--- config.mk ---
export PLATFORM = sky130hd
export DESIGN_NAME = prog_clk_divider
export DESIGN_NICKNAME = d
export VERILOG_FILES = /design/src/rtl/clk_div_pkg.sv /design/src/rtl/clk_div_channel.sv /design/src/rtl/prog_clk_divider.sv
export SDC_FILE = /design/constraint.sdc
export NUM_CORES = 1
export LEC_CHECK = 0
export CAP_MARGIN = 10
export CORE_MARGIN = 4
export CORE_UTILIZATION = 50
export DETAILED_ROUTE_END_ITERATION = 16
export HOLD_SLACK_MARGIN = 0.03
export PLACE_DENSITY = 0.69
export SLEW_MARGIN = 20
export SYNTH_ARGS = -nofsm -noshare
export SYNTH_HDL_FRONTEND = slang
export SYNTH_SLANG_ARGS = --single-unit
--- constraint.sdc ---
create_clock -name clk -period 4.2 [get_ports clk]
set_input_delay 1.05 -clock clk [delete_from_list [all_inputs] [get_ports clk]]
set_output_delay 1.05 -clock clk [all_outputs]
set_load 0.02 [all_outputs]
--- src/rtl/clk_div_pkg.sv ---
// Shared constants and helpers for the multi-channel programmable clock divider.
package clk_div_pkg;

   localparam int CNT_W_DEF       = 27;
   localparam int DEFAULT_DIV_DEF = 50_000_000;
   localparam int EFF_W           = 32;

   // A divisor of zero behaves like one: a tick on every cycle.
   function automatic logic [EFF_W-1:0] eff_div(input logic [EFF_W-1:0] d);
      return (d == '0) ? EFF_W'(1) : d;
   endfunction

endpackage

--- src/rtl/clk_div_channel.sv ---
// One divider channel: period counter, active/pending divisor, registered tick
// and square-wave output.
module clk_div_channel
   import clk_div_pkg::*;
#(
   parameter int CNT_W       = CNT_W_DEF,
   parameter int DEFAULT_DIV = DEFAULT_DIV_DEF
) (
   input  logic             clk,
   input  logic             rst,
   input  logic             en,
   input  logic             restart,
   input  logic             wr_en,
   input  logic [CNT_W-1:0] wr_div,
   output logic             tick,
   output logic             sq
);

   logic [CNT_W-1:0] cnt_q, cnt_d;
   logic [CNT_W-1:0] div_q, div_d;
   logic [CNT_W-1:0] pend_q, pend_d;
   logic             pend_vld_q, pend_vld_d;
   logic             tick_q, tick_d;
   logic             sq_q, sq_d;

   logic [CNT_W-1:0] wr_eff;
   logic             wrap;

   assign wr_eff = CNT_W'(eff_div(EFF_W'(wr_div)));
   assign wrap   = (cnt_q == (div_q - CNT_W'(1)));

   always_comb begin
      cnt_d      = cnt_q;
      div_d      = div_q;
      pend_d     = pend_q;
      pend_vld_d = pend_vld_q;
      tick_d     = 1'b0;
      sq_d       = sq_q;

      if (restart) begin
         cnt_d = '0;
         sq_d  = 1'b0;
         if (pend_vld_q) begin
            div_d      = pend_q;
            pend_vld_d = 1'b0;
         end
      end else if (en) begin
         if (wrap) begin
            cnt_d  = '0;
            tick_d = 1'b1;
            sq_d   = ~sq_q;
            if (pend_vld_q) begin
               div_d      = pend_q;
               pend_vld_d = 1'b0;
            end
         end else begin
            cnt_d = cnt_q + CNT_W'(1);
         end
      end

      // Evaluated after any reload so a write on a boundary targets the next period.
      if (wr_en) begin
         pend_d     = wr_eff;
         pend_vld_d = 1'b1;
      end
   end

   always_ff @(posedge clk or negedge rst) begin
      if (!rst) begin
         cnt_q      <= '0;
         div_q      <= CNT_W'(DEFAULT_DIV);
         pend_q     <= '0;
         pend_vld_q <= 1'b0;
         tick_q     <= 1'b0;
         sq_q       <= 1'b0;
      end else begin
         cnt_q      <= cnt_d;
         div_q      <= div_d;
         pend_q     <= pend_d;
         pend_vld_q <= pend_vld_d;
         tick_q     <= tick_d;
         sq_q       <= sq_d;
      end
   end

   assign tick = tick_q;
   assign sq   = sq_q;

endmodule

--- src/rtl/prog_clk_divider.sv ---
// Multi-channel programmable tick / square-wave generator with per-channel
// runtime divisors that switch only at period boundaries.
module prog_clk_divider
   import clk_div_pkg::*;
#(
   parameter int  NUM_CH      = 4,
   parameter int  CNT_W       = CNT_W_DEF,
   parameter int  DEFAULT_DIV = DEFAULT_DIV_DEF,
   localparam int CH_W        = (NUM_CH > 1) ? $clog2(NUM_CH) : 1
) (
   input  logic              clk,
   input  logic              rst,
   input  logic              en,
   input  logic              restart,
   input  logic              cfg_we,
   input  logic [CH_W-1:0]   cfg_ch,
   input  logic [CNT_W-1:0]  cfg_div,
   output logic [NUM_CH-1:0] tick,
   output logic [NUM_CH-1:0] sq_out
);

   logic [NUM_CH-1:0] ch_we;

   // Indices past the last channel match nothing, so such writes are dropped.
   always_comb begin
      ch_we = '0;
      for (int i = 0; i < NUM_CH; i++) begin
         ch_we[i] = cfg_we && (cfg_ch == CH_W'(i));
      end
   end

   for (genvar g = 0; g < NUM_CH; g++) begin : g_ch
      clk_div_channel #(
         .CNT_W       (CNT_W),
         .DEFAULT_DIV (DEFAULT_DIV)
      ) u_ch (
         .clk     (clk),
         .rst     (rst),
         .en      (en),
         .restart (restart),
         .wr_en   (ch_we[g]),
         .wr_div  (cfg_div),
         .tick    (tick[g]),
         .sq      (sq_out[g])
      );
   end

endmodule

==> out/metrics.csv <==
stage,metric,value,unit
min_path,hold_class,flop to flop,
cts,cts_tree,done,
synth,yosys.area_share.adder,0.5517,%
synth,postSynth.asyncResetShare,100.0,%
global_routing,antenna_found_initial,1,
global_routing,grt_pass1_vias,12940,
job,cap_violations,0,
pwr,power,10640,uW
synth,syn_inst,1697,
worst_setup_path,r2r_start,g_ch[0].u_ch.div_q[0]$_DFFE_PN0P_,
cts,path_clk_slew,60,ps
cts,cts_buffers,36,
synth,synth_simple_gate_area_share,18.39,%
synth,synthXorXnorAreaFrac,10.81,%
min_path,worstHoldStart,g_ch[3].u_ch.pend_q[6]$_DFFE_PN0P_,
timing,fin_crit_sh,95.61,%
floorplanning,die_h,198.5,um
global_routing,grt_util_all_layers,22.93,%
place,gp_congestion,0.9633,
detailed_routing,drc,0,
detailed_routing,wl_met1,20840,um
synth,synthMuxAreaShare,14.42,%
timing,fmax,249.0,MHz
pwr,ir_drop,0.4386,mV
synth,avgSynthCellArea,10.69,um2
worst_setup_path,worstSetupPathType,flop to flop,
synth,ys_ff_latch,336,
synth,synth_edf_count,0,
worst_setup_path,r2r-end,g_ch[0].u_ch.div_q[4]$_DFFE_PN0P_,
worst_setup_path,worstPathArrival,4420,ps
synth,synth_flop_cell,dfrtp_1,
cts,hold_buffers,0,
min_path,whs_endpoint,g_ch[3].u_ch.div_q[6]$_DFFE_PN0P_,
cts,clock_sinks,336,
worst_setup_path,cp-end-kind,flop,
detailed_routing,highest_layer,met4,
synth,synth_area,18140,um2
floorplanning,dieWidth,198.5,um
timing,hold_viol_final,0,
synth,synthesis.nets,1739,
detailed_routing,vias,13320,
pwr,power_density,522.2,nW/um2
timing,finalCriticalPeriod,4016,ps
timing,final.setup.tns,0,ps
place,io_buffer_count,41,
cells_and_area,area_growth,12.27,%
synth,synth_top_family_by_area,simple AND/OR/NAND/NOR gates,
synth,yosysSeqAreaShare,46.68,%
worst_setup_path,required,4600,ps
cts,cts-htree-levels,2,
synth,synth_compound_area_share,6.324,%
cts,clk_path_buf_depth,3,
detailed_routing,ant_nets,0,
cts,ctsRootBufferMaster,clkbuf_16,
worst_setup_path,crit_path_max_fanout,19,
timing,final-max-slew-violation-count,0,
floorplanning,io_pins,42,
worst_setup_path,reg2reg_depth,10,
detailed_routing,drtIter0Drc,814,
worst_setup_path,rrSetupSlack,180,ps
detailed_routing,vias_per_cell,5.975,
min_path,hold_depth,1,
cells_and_area,finalNetCount,1784,
floorplanning,die_area,39400,um2
floorplanning,initial_core_util,50.88,%
cells_and_area,drive_gt1_share,22.62,%
timing,worstMarginPinSlew,923.6,ps
detailed_routing,first_pass_iters,5,
timing,skew,15.51,ps
global_routing,gr-total-overflow,0,
floorplanning,rows,69,
detailed_routing,wl_per_cell,20.09,um
cts,clk_latency,530,ps
floorplanning,core,35660,um2
global_routing,grt_pass1_wl,72290,um
detailed_routing,wl_met3,2511,um
cells_and_area,insertedDiodeCount,0,
timing,setup_violations,0,
timing,slew-limit-headroom,37.86,%
synth,synth_cell_types,84,
detailed_routing,wl,44790,um
place,dp_hpwl,31810,um
synth,yosysWarningCount,0,
global_routing,grt_start_max_net_pins,88,
run_status,status,"finished, final reports clean",
pwr,p_leak,0.008278,uW
worst_setup_path,worstSetupStartpointType,flop,
detailed_routing,met2_length,20410,um
[cells by family after synthesis]
| group | Yosys count |
|---|---|
| XOR/XNOR | 224 |
| buffers and inverters | 117 |
| AO/OA/AOI/OAI | 160 |
| adder cells (fa/ha/maj) | 8 |
| flip-flops | 336 |
| multiplexers | 227 |
| AND/OR/NAND/NOR | 625 |
[synthesized netlist by cell type (6+ instances only)]
cell type	instances	area share [%]
a21oi_1	26	0.72
a31oi_1	16	0.55
and2_1	9	0.31
and3_1	31	1.1
and4_1	10	0.48
buf_4	8	0.33
clkbuf_1	62	1.3
dfrtp_1	288	40
dfstp_2	48	7.0
ha_1	8	0.55
inv_1	31	0.64
mux2_2	195	12
mux2_4	20	1.7
mux2i_1	12	0.66
nand2_1	83	1.7
nand2b_1	9	0.31
nand3_1	64	1.8
nand3b_1	10	0.41
nand4_1	44	1.5
nand4b_1	8	0.39
nor2_1	149	3.1
nor2b_1	9	0.31
nor3_1	68	1.9
nor3b_1	8	0.33
nor4_1	47	1.6
o211ai_1	6	0.25
o21ai_0	33	0.91
o31ai_1	10	0.41
or2_2	6	0.21
or3_1	18	0.62
or4_1	27	1.1
xnor2_1	107	5.2
xor2_1	117	5.6
[final cells by class]
cell class | count | area (um2)
Sequential cell | 336 | 8468
Fill cell | 3016 | 15290
Inverter | 32 | 120.1
Clock inverter | 12 | 135.1
Clock buffer | 52 | 1062
Multi-Input combinational cell | 1244 | 9171
Timing Repair Buffer | 92 | 834.6
Tap cell | 461 | 576.8
[worst max path at each step]
stage,cells after the start,endpoint,from
2_1_floorplan,11,g_ch[0].u_ch.div_q[10]$_DFFE_PN0P_,g_ch[0].u_ch.div_q[0]$_DFFE_PN0P_
3_3_place_gp,10,g_ch[0].u_ch.div_q[26]$_DFFE_PN0P_,g_ch[0].u_ch.div_q[0]$_DFFE_PN0P_
3_5_place_dp,10,g_ch[0].u_ch.div_q[26]$_DFFE_PN0P_,g_ch[0].u_ch.div_q[0]$_DFFE_PN0P_
4_1_cts,10,g_ch[0].u_ch.div_q[4]$_DFFE_PN0P_,g_ch[0].u_ch.div_q[0]$_DFFE_PN0P_
5_1_grt,10,g_ch[0].u_ch.div_q[4]$_DFFE_PN0P_,g_ch[0].u_ch.div_q[0]$_DFFE_PN0P_
6_report,10,g_ch[0].u_ch.div_q[4]$_DFFE_PN0P_,g_ch[0].u_ch.div_q[0]$_DFFE_PN0P_
[cells in the final DEF (no fill, tap or decap), types with 6 or more instances in the layout]
master,instances
a31oi_1,16
clkbuf_16,37
mux2i_1,12
nand3b_1,10
dfstp_2,48
o21ai_0,33
nor3_1,68
and3_1,31
inv_1,31
o211ai_1,6
nand2_1,83
and4_1,10
xnor2_1,107
nor3b_1,7
ha_1,8
dfrtp_1,288
nand3_1,64
or3_1,18
a21oi_1,26
nor2_1,149
and2_1,9
mux2_4,20
buf_4,47
clkbuf_1,7
nor2b_1,9
clkinv_2,9
clkbuf_8,8
xor2_1,117
nor4_1,47
nand4b_1,8
or2_2,6
mux2_2,195
clkdlybuf4s50_1,39
o31ai_1,9
nand4_1,44
or4_1,27
nand2b_1,9
[sequential cells by signal, summed over array words and instances, names as in the netlist]
name / cells
g_ch.u_ch.sq: 4
g_ch.u_ch.pend_vld_q: 4
g_ch.u_ch.pend_q: 108
g_ch.u_ch.tick: 4
g_ch.u_ch.div_q: 108
g_ch.u_ch.cnt_q: 108
[per-stage QoR]
step | util, % | hold slack, ps | instance area (um2) | cells | setup slack [ps]
floorplan | - | 444.4 | 18140 | 1697 | 289.7
global placement | 53.76 | 465.8 | 19170 | 2165 | 311.2
detailed placement | 53.76 | 481.3 | 19170 | 2165 | 213.0
CTS | 57.11 | 494.1 | 20360 | 2229 | 161.9
global route | 57.13 | 509.8 | 20370 | 2229 | -3.180
finish | 57.13 | 495.0 | 20370 | 2229 | 184.5
[per-layer routing]
layer / track usage [%] / vias up
met5: 0 / -
met4: 5.572 / 0
met3: 3.659 / 69
met2: 36.36 / 324
met1: 33.39 / 6713
li1: - / 6212
[report_power, final]
part	internal [uW]	switching [uW]
Combinational	1330	1270
Clock	1940	1280
Sequential	3980	835
Total	7250	3380
[worst max-delay path: stages (launching register included)]
cell	delay [ps]
dfrtp_1	440
inv_1	90
ha_1	240
or3b_2	500
or4_1	460
a2111oi_2	390
nand4_1	120
or4b_1	620
o41ai_4	360
buf_6	290
mux2_2	370
[timing repair]
action	in CTS	in global routing
endpoints found under the setup margin	0	10
gates resized for setup	0	1
setup buffers	0	0
No activity file was read; power rests on OpenSTA's default activity.
